[config.mk]
export PLATFORM = sky130hd
export DESIGN_NAME = servo_motion_sequencer
export DESIGN_NICKNAME = d
export VERILOG_FILES = /design/src/rtl/servo_motion_sequencer.sv
export SDC_FILE = /design/constraint.sdc
export NUM_CORES = 1
export LEC_CHECK = 0
export CORE_UTILIZATION = 30
export CTS_BUF_LIST = sky130_fd_sc_hd__clkbuf_16
export DETAILED_ROUTE_END_ITERATION = 8
export PLACE_DENSITY = 0.46
export SYNTH_ARGS = -nofsm -noshare
export SYNTH_HDL_FRONTEND = slang
export SYNTH_SLANG_ARGS = --single-unit
export TNS_END_PERCENT = 5
[constraint.sdc]
create_clock -name Clock -period 3.2 [get_ports Clock]
set_input_delay 0.48 -clock Clock [delete_from_list [all_inputs] [get_ports Clock]]
set_output_delay 0.48 -clock Clock [all_outputs]
set_load 0.02 [all_outputs]
[src/rtl/servo_motion_sequencer.sv]
`timescale 1ns/1ps
// Two-servo motion sequencer: queues {speed1, speed2, hold frames} commands and plays them out
// on a frame clock. Define SERVO_RAMP_EN to rate-limit speed changes per frame.
module servo_motion_sequencer #(
  parameter int unsigned FRAME_CYCLES = 800000,
  parameter int unsigned RAMP_STEP    = 4,
  parameter logic [7:0]  NEUTRAL      = 8'd128
) (
  input  logic       Clock,
  input  logic       Reset,
  input  logic       cmd_valid,
  output logic       cmd_ready,
  input  logic [7:0] cmd_speed1,
  input  logic [7:0] cmd_speed2,
  input  logic [7:0] cmd_frames,
  input  logic       abort,
  output logic [7:0] speed1,
  output logic [7:0] speed2,
  output logic       busy,
  output logic       done
);

  localparam int FCW = (FRAME_CYCLES > 1) ? $clog2(FRAME_CYCLES) : 1;
  localparam logic [FCW-1:0] FRAME_LAST = FCW'(FRAME_CYCLES - 1);

  typedef enum logic [1:0] {IDLE, LOAD, RAMP, HOLD} state_t;

  typedef struct packed {
    logic [7:0] spd1;
    logic [7:0] spd2;
    logic [7:0] frames;
  } cmd_t;

  // Move cur toward tgt by at most RAMP_STEP, clamped so it lands exactly on tgt.
  function automatic logic [7:0] ramp_toward(input logic [7:0] cur, input logic [7:0] tgt);
    logic signed [9:0] diff;
    logic signed [9:0] lim;
    lim  = $signed(10'(RAMP_STEP));
    diff = $signed({2'b00, tgt}) - $signed({2'b00, cur});
    if (diff > lim)
      diff = lim;
    else if (diff < -lim)
      diff = -lim;
    return 8'($signed({2'b00, cur}) + diff);
  endfunction

  logic [FCW-1:0] frame_cnt;
  logic           frame_tick;

  assign frame_tick = (frame_cnt == FRAME_LAST);

  always_ff @(posedge Clock) begin
    if (Reset || frame_tick)
      frame_cnt <= '0;
    else
      frame_cnt <= frame_cnt + 1'b1;
  end

  // Command FIFO: four entries, count-based full/empty.
  cmd_t       fifo_mem [4];
  logic [1:0] wr_ptr;
  logic [1:0] rd_ptr;
  logic [2:0] count;
  logic       push;
  logic       pop;
  logic       fifo_empty;
  cmd_t       head;
  state_t     state;
  state_t     state_nxt;

  assign cmd_ready  = (count != 3'd4);
  assign fifo_empty = (count == 3'd0);
  assign push       = cmd_valid && cmd_ready && !abort;
  assign pop        = (state == LOAD) && !fifo_empty && !abort;
  assign head       = fifo_mem[rd_ptr];

  always_ff @(posedge Clock) begin
    if (Reset || abort) begin
      wr_ptr <= '0;
      rd_ptr <= '0;
      count  <= '0;
    end else begin
      if (push)
        wr_ptr <= wr_ptr + 2'd1;
      if (pop)
        rd_ptr <= rd_ptr + 2'd1;
      case ({push, pop})
        2'b10:   count <= count + 3'd1;
        2'b01:   count <= count - 3'd1;
        default: ;
      endcase
    end
  end

  always_ff @(posedge Clock) begin
    if (push)
      fifo_mem[wr_ptr] <= {cmd_speed1, cmd_speed2, cmd_frames};
  end

  logic [7:0] target1;
  logic [7:0] target2;
  logic [7:0] hold_cnt;
  logic       aborted;
  logic       at_target;
  logic       hold_done;

  assign at_target = (speed1 == target1) && (speed2 == target2);
  assign hold_done = (hold_cnt == 8'd0);
  assign busy      = (state != IDLE);

  always_ff @(posedge Clock) begin
    if (Reset)
      state <= IDLE;
    else
      state <= state_nxt;
  end

  // An aborted command returns to NEUTRAL and leaves HOLD silently.
  always_comb begin
    state_nxt = state;
    done      = 1'b0;
    case (state)
      IDLE: if (!fifo_empty) state_nxt = LOAD;
      LOAD: state_nxt = RAMP;
      RAMP: if (at_target) state_nxt = HOLD;
      HOLD: begin
        if (hold_done) begin
          done      = !aborted;
          state_nxt = (!aborted && !fifo_empty) ? LOAD : IDLE;
        end
      end
      default: state_nxt = IDLE;
    endcase
    if (abort) begin
      state_nxt = RAMP;
      done      = 1'b0;
    end
    if (Reset)
      done = 1'b0;
  end

  always_ff @(posedge Clock) begin
    if (Reset) begin
      speed1   <= NEUTRAL;
      speed2   <= NEUTRAL;
      target1  <= NEUTRAL;
      target2  <= NEUTRAL;
      hold_cnt <= 8'd0;
      aborted  <= 1'b0;
    end else if (abort) begin
      target1  <= NEUTRAL;
      target2  <= NEUTRAL;
      hold_cnt <= 8'd0;
      aborted  <= 1'b1;
`ifndef SERVO_RAMP_EN
      speed1   <= NEUTRAL;
      speed2   <= NEUTRAL;
`endif
    end else begin
      case (state)
        LOAD: begin
          target1  <= head.spd1;
          target2  <= head.spd2;
          hold_cnt <= head.frames;
          aborted  <= 1'b0;
`ifndef SERVO_RAMP_EN
          speed1   <= head.spd1;
          speed2   <= head.spd2;
`endif
        end
        RAMP: begin
`ifdef SERVO_RAMP_EN
          if (frame_tick) begin
            speed1 <= ramp_toward(speed1, target1);
            speed2 <= ramp_toward(speed2, target2);
          end
`endif
        end
        HOLD: begin
          if (hold_done)
            aborted <= 1'b0;
          else if (frame_tick)
            hold_cnt <= hold_cnt - 8'd1;
        end
        default: ;
      endcase
    end
  end

endmodule

==> summary.md, run 1 <==
| Metric | Value |
|---|---|
| Run status | finished, final reports clean |
| Die height | 144.4 microns |
| Tightest hold margin | 0.4479 ns |
| Global-route wire length before repair | 19.59 mm |
| DRT iter0 DRCs | 160 |
| Register area | 0.004005 sq mm |
| Leakage power total | 0.002464 uW |
| WL per Instance | 15.72 microns |
| Mapped Cells | 427 |
| Cell area after synthesis | 0.006080 sq mm |
| Power Density | 570.0 mW/mm^2 |
| Vias/cell | 4.514 |
| Hold Path Origin | frame_cnt[0]$_SDFF_PP0_ |
| Share of async-settable or async-resettable flops after synthesis | 0% |
| Setup violators final | 0 |
| Final Critical Period | 2.686 ns |
| Post-synth EDFFs | 96 |
| R2r setup slk | 0.82 ns |
| Footprint of the multi-input gates | 0.001929 sq mm |
| WL final | 11.99 mm |
| Ant. Diodes | 0 |
| H-tree levels | 4 |
| Max_slew headroom | 55.06% |
| Worst Setup Start Kind | flip-flop |
| Crit end category | output pin |
| Sequential share of the synthesized area | 65.86% |
| RSZ-0062 raised after global routing | no |
| CP Data Arrival Time | 2.21 ns |
| Dpl cell area | 0.006873 sq mm |
| Number of distinct library cells after synthesis | 43 |
| Most frequent cells in the layout | edfxtp_1, dfxtp_1, nor2_1 |
| Largest net degree at the start of global routing | 25 |
| CTS Buffer Depth | 2 |
| Fill cell count | 1936 |
| CTS sink cnt | 152 |
| Hold Path Class | flip-flop to flip-flop |
| Initial antenna violation count | 0 |
| Kind of critical path | flip-flop to output pin |
| I/O pins | 47 |
| Clock Pin Slew Worst Setup and Hold Paths | 0.06 ns |
| Top_reg_cell synth | edfxtp_1 |
| Area Growth Syn to Fin | 22.41% |
| Detailed placer's ending HPWL | 7.516 mm |
| Starting Density | 30.93% |
| Max_cap viols | 0 |
| Final worst-path cycle share | 83.92% |
| Max Fanout on Critical Path | 6 |
| Max VDD drop | 0.0003565 V |
| CTS tree | yes |
| Num CTS Buffers | 17 |
| Setup Fix Bufs, Post-CTS | 0 |
| Max Fclk | 0.3724 GHz |
| DRC viols | 0 |
| Chip width | 144.4 microns |
| Share of layout cells above drive strength 1 | 14.86% |
| Die area | 0.02084 sq mm |
| Rows | 51 |
| Total design power | 4242 uW |
| Fin. Hold Viols | 0 |
| CTS Hold Bufs | 0 |
| Clk Tree Root Cell | clkbuf_16 |
| Crit. Startpoint | hold_cnt[3]$_SDFFE_PP0P_ |
| Post-route cell area | 0.007442 sq mm |
| Reg-to-Reg Start | state[1]$_SDFFE_PP0P_ |
| Commonest non-fill, non-tap cell in the layout | edfxtp_1 |
| Final Wtd Congestion | 0.7649 |
| Synth Register Bits | 152 |
| PortBufs | 46 |
| Worst-Margin Slew | 0.6741 ns |
| Synth Warn # | 0 |
| Core ar. | 0.01965 sq mm |
| ANT nets after route | 0 |
| Setup tns final | 0 ns |
| Final Skew | 0.008049 ns |
| # nets final | 526 |
| Post-Syn Nets | 468 |
| First-pass detailed-route iteration total | 4 |
| Global Route Usage Sum | 13.04% |
| Gr ovfl total | 0 |
| Worst skew pair latency | 0.42 ns |
| Max-slew violation count | 0 |
| DR vias | 3444 |
| Vias in the first global route | 3658 |
| Syn avg cell area | 14.24 sq um |
| Critical Path RT | 2.72 ns |
==> flip-flops by register name, indices dropped and copies added, names as in the netlist, named ones only <==
signal,count
aborted,1
count,3
fifo_mem,96
frame_cnt,20
hold_cnt,8
rd_ptr,2
state,2
target1,8
target2,8
wr_ptr,2
==> cell families after synthesis <==
logic type | share of synthesized area [%]
flip-flops | 65.86
multiplexers | 11.69
AO/OA/AOI/OAI | 3.910
AND/OR/NAND/NOR | 10.17
buffers and inverters | 2.408
XOR/XNOR | 3.169
adder cells (fa/ha/maj) | 2.799
==> where the power goes <==
part           internal [uW]  total [uW]  switching (uW)
Clock                   1090        1920             828
Combinational           90.8         197             106
Sequential              2120        2130            13.0
Total                   3290        4240             947
==> layer usage <==
layer	vias up	GRT usage [%]	share of wire, %
li1	1688	-	-
met1	1700	14.71	43
met2	47	22.60	51
met3	9	4.901	4.7
met4	0	4.321	1.1
met5	-	0	0
==> metrics by stage <==
| stage | worst slack, ns | cells | utilization (%) |
|---|---|---|---|
| finish | 0.5144 | 763 | 37.87 |
| global route | 0.3729 | 763 | 37.87 |
| CTS | 0.08569 | 763 | 37.85 |
| detailed placement | 0.3439 | 731 | 34.97 |
| global placement | 0.4515 | 731 | 34.97 |
| floorplan | 0.6558 | 427 | - |
==> path summary, 6_finish.rpt <==
path | endpoint | depth (start not counted)
min | frame_cnt[0]$_SDFF_PP0_ | 1
max | done | 4
max reg2reg | count[2]$_SDFFE_PP0P_ | 9
min reg2reg | frame_cnt[0]$_SDFF_PP0_ | 1
==> synthesized netlist by cell type, types with 3 or more instances <==
master     n  area (sq um)
and2_1     5         31.28
nor3_1    10         50.05
o21ai_0   10         50.05
and3_1     3         18.77
mux4_2    24         540.5
ha_1      12         150.1
xor2_1     8         70.07
buf_2      3         15.01
nand2_1   30         112.6
dfxtp_1   56          1121
nor2_1    46         172.7
a21oi_1   10         50.05
nand3_1   14         70.07
nand4_1    4         25.02
a31o_2     3         26.28
edfxtp_1  96          2883
inv_1     19         71.32
and4_1     3         26.28
nor4_1     3         18.77
xnor2_1   14         122.6
clkbuf_1  12         45.04
mux2i_1   17         170.2
==> worst max-delay path, stage by stage (launching register included) <==
cell,delay [ns]
dfxtp_1,0.35
or4_4,0.58
nor4b_4,0.36
and4b_1,0.25
dlymetal6s2s_1,0.24
==> timing repair <==
| action | in CTS | in global routing |
|---|---|---|
| gates resized for setup | 0 | 1 |
| setup endpoints to repair | 0 | 1 |
| endpoints found under the hold margin | 0 | 0 |
==> final cells by class <==
class,count,area share [%]
multi-input cells,239,25.92
clock inverters,15,1.900
repair buffers,56,7.229
clock buffers,17,5.716
inverters,19,0.9583
well taps,265,4.455
flip-flops and latches,152,53.82
(Power assumes the default switching activity.)
==> run 2: changes to the inputs <==
Clock period 3.2 ns to 2.5 ns, I/O delays scaled along.
==> run 2 against run 1 <==
Net effect: sequential power is 28% higher; design area increased by 3.2%; global-route usage grew 0.14 points; non-clock buffer count grew 10; final cell count grew 1.3%; register-to-register slack worse by 0.59 ns; hold slack gained 0.0042 ns; critical path depth did not move; clock power rose by 53%; first-iteration DRC count fell by 6.3%; critical endpoint unchanged; highest routed layer unchanged.
==> summary.md, run 2 (synthesis gave the netlist of run 1 again) <==
| Metric | Value |
|---|---|
| Run status | finished, final reports clean |
| Chip width | 144.4 microns (unchanged) |
| Max_slew headroom | 51.59% (-3.5 points) |
| Leakage power total | 0.002562 uW (+4.0%) |
| Worst Setup Start Kind | flip-flop |
| Gr ovfl total | 0 (unchanged) |
| Max-slew violation count | 0 (unchanged) |
| CTS sink cnt | 152 (unchanged) |
| Max Fanout on Critical Path | 4 (-2) |
| Hold Path Class | flip-flop to flip-flop |
| Initial antenna violation count | 0 (unchanged) |
| Detailed placer's ending HPWL | 7.780 mm (+3.5%) |
| Fill cell count | 1894 (-2.2%) |
| Rows | 51 (unchanged) |
| Worst-Margin Slew | 0.7218 ns (+0.04765 ns) |
| Area Growth Syn to Fin | 26.28% |
| Number of flip-flops in the largest register | 96 (unchanged) |
| Share of layout cells above drive strength 1 | 17.32% (+2.5 points) |
| Power Density | 771.6 mW/mm^2 (+35%) |
| Ant. Diodes | 0 (unchanged) |
| PortBufs | 46 (unchanged) |
| Clock Pin Slew Worst Setup and Hold Paths | 0.06 ns (about the same) |
| Cell family with most CP delay | simple AND/OR/NAND/NOR gates |
| Clk Tree Root Cell | clkbuf_16 |
| Core ar. | 0.01965 sq mm (unchanged) |
| Setup Fix Bufs, Post-CTS | 0 (unchanged) |
| Fin. Hold Viols | 0 (unchanged) |
| DRC viols | 0 (unchanged) |
| Num CTS Buffers | 17 (unchanged) |
| Kind of critical path | flip-flop to output pin |
| Die height | 144.4 microns (unchanged) |
| WL final | 12.30 mm (+2.5%) |
| # nets final | 536 (+1.9%) |
| Commonest non-fill, non-tap cell in the layout | edfxtp_1 |
| Worst skew pair latency | 0.42 ns (about the same) |
| Most frequent cells in the layout | edfxtp_1, dfxtp_1, nor2_1 |
| Largest net degree at the start of global routing | 25 (unchanged) |
| Vias in the first global route | 3719 (+1.7%) |
| Slowest stage cell, crit path | or4_4 |
| I/O pins | 47 (unchanged) |
| Final Wtd Congestion | 0.7838 (+2.5%) |
| Final worst-path cycle share | 96.77% |
| WL per Instance | 15.91 microns (+1.2%) |
| Final Critical Period | 2.419 ns |
| Die area | 0.02084 sq mm (unchanged) |
| CP cell instances | or4_4 > nor4b_4 > and4b_1 > buf_6 |
| Crit end category | output pin |
| Global-route wire length before repair | 19.82 mm (+1.2%) |
| CTS Hold Bufs | 0 (unchanged) |
| ANT nets after route | 0 (unchanged) |
| First-pass detailed-route iteration total | 4 (unchanged) |
| Max_cap viols | 0 (unchanged) |
| Max Fclk | 0.4133 GHz |
| H-tree levels | 4 (unchanged) |
| CP Data Arrival Time | 2.04 ns (-0.17 ns) |
| Tightest hold margin | 0.4521 ns (+0.004183 ns) |
| Largest Register | fifo_mem |
| Max VDD drop | 0.0004969 V (+39%) |
| CP Buf/Inv Count | 1 (unchanged) |
| Starting Density | 30.93% (unchanged) |
| CTS Buffer Depth | 2 (unchanged) |
| RSZ-0062 raised after global routing | yes |
| Regs by FF count | fifo_mem (96), frame_cnt (20) |
| CTS tree | yes |
| Worst stage delay on the critical path | 0.57 ns (about the same) |
| Critical Path RT | 2.12 ns (-0.60 ns) |
| DR vias | 3529 (+2.5%) |
| DRT iter0 DRCs | 150 (-6.3%) |
| Global Route Usage Sum | 13.18% (+0.14 points) |
| Setup violators final | 0 (unchanged) |
| Vias/cell | 4.565 (+1.1%) |
| Total design power | 5924 uW (+40%) |
| Final Skew | 0.01147 ns (+0.003422 ns) |
==> run 2: cell types whose count changed in the layout (fill, tap and decap cells not counted), sizes merged <==
cell / change
buf: +11
bufinv: +4
clkinv: -2
clkinvlp: -1
dlymetal6s2s: -1
inv: -1
==> run 2: timing repair <==
item,in CTS,in global routing
pin swaps,1,3
resized for setup,4,3
endpoints found under the setup margin,1,1
==> run 2: metrics by stage <==
step	instances	setup slack (ns)	util (%)	area, sq um	TNS [ns]
final	773	0.08069	39.06	7677	0
after CTS	773	0.03680	39.02	7670	0
after floorplan	427	0.1065	-	6081	0
after detailed placement	741	0.05904	35.61	6998	0
after global placement	741	0.08975	35.61	6998	0
after global routing	773	-0.007075	39.06	7677	-0.007075
==> run 2: layout make-up <==
type / instances / area (sq um) / share of cell area (%)
Clock buffer: 17 / 425.4 / 5.541
Inverter: 19 / 71.32 / 0.9289
Tap cell: 265 / 331.6 / 4.319
Clock inverter: 15 / 251.5 / 3.276
Multi-Input combinational cell: 239 / 1929 / 25.13
Timing Repair Buffer: 66 / 661.9 / 8.621
Sequential cell: 152 / 4006 / 52.18
==> run 2: report_power, final <==
group	switching, uW	leakage [uW]	internal, uW
registers	17.0	0.00133	2710
clock network	1120	0.000328	1820
logic	140	0.000908	126
total	1270	0.00256	4650
==> run 2: worst reg2reg max path: cells and delay by family, from the launching register on <==
kind / cells / cell delay, ns
AOI/OAI and AO/OA: 3 / 1.18
and+or+nand+nor: 2 / 0.65
DFF: 1 / 0.35
==> run 2: final timing paths <==
kind,startpoint,to,slack (ns),cells after the start
setup / recovery,hold_cnt[3]$_SDFFE_PP0P_,done,0.08,4
hold / removal,frame_cnt[0]$_SDFF_PP0_,frame_cnt[0]$_SDFF_PP0_,0.45,1
setup reg to reg,frame_cnt[14]$_SDFF_PP0_,hold_cnt[0]$_SDFFE_PP0P_,0.23,5
hold reg to reg,frame_cnt[0]$_SDFF_PP0_,frame_cnt[0]$_SDFF_PP0_,0.45,1
==> run 2: routing by layer <==
layer	global-route usage (%)	up-vias	share of wire [%]	wire length, microns
met1	15.35	1757	44	5422
met3	5.132	14	4.6	569
met4	3.823	0	1.2	144
li1	-	1705	-	-
met2	22.37	53	50	6160
met5	0	-	0	0
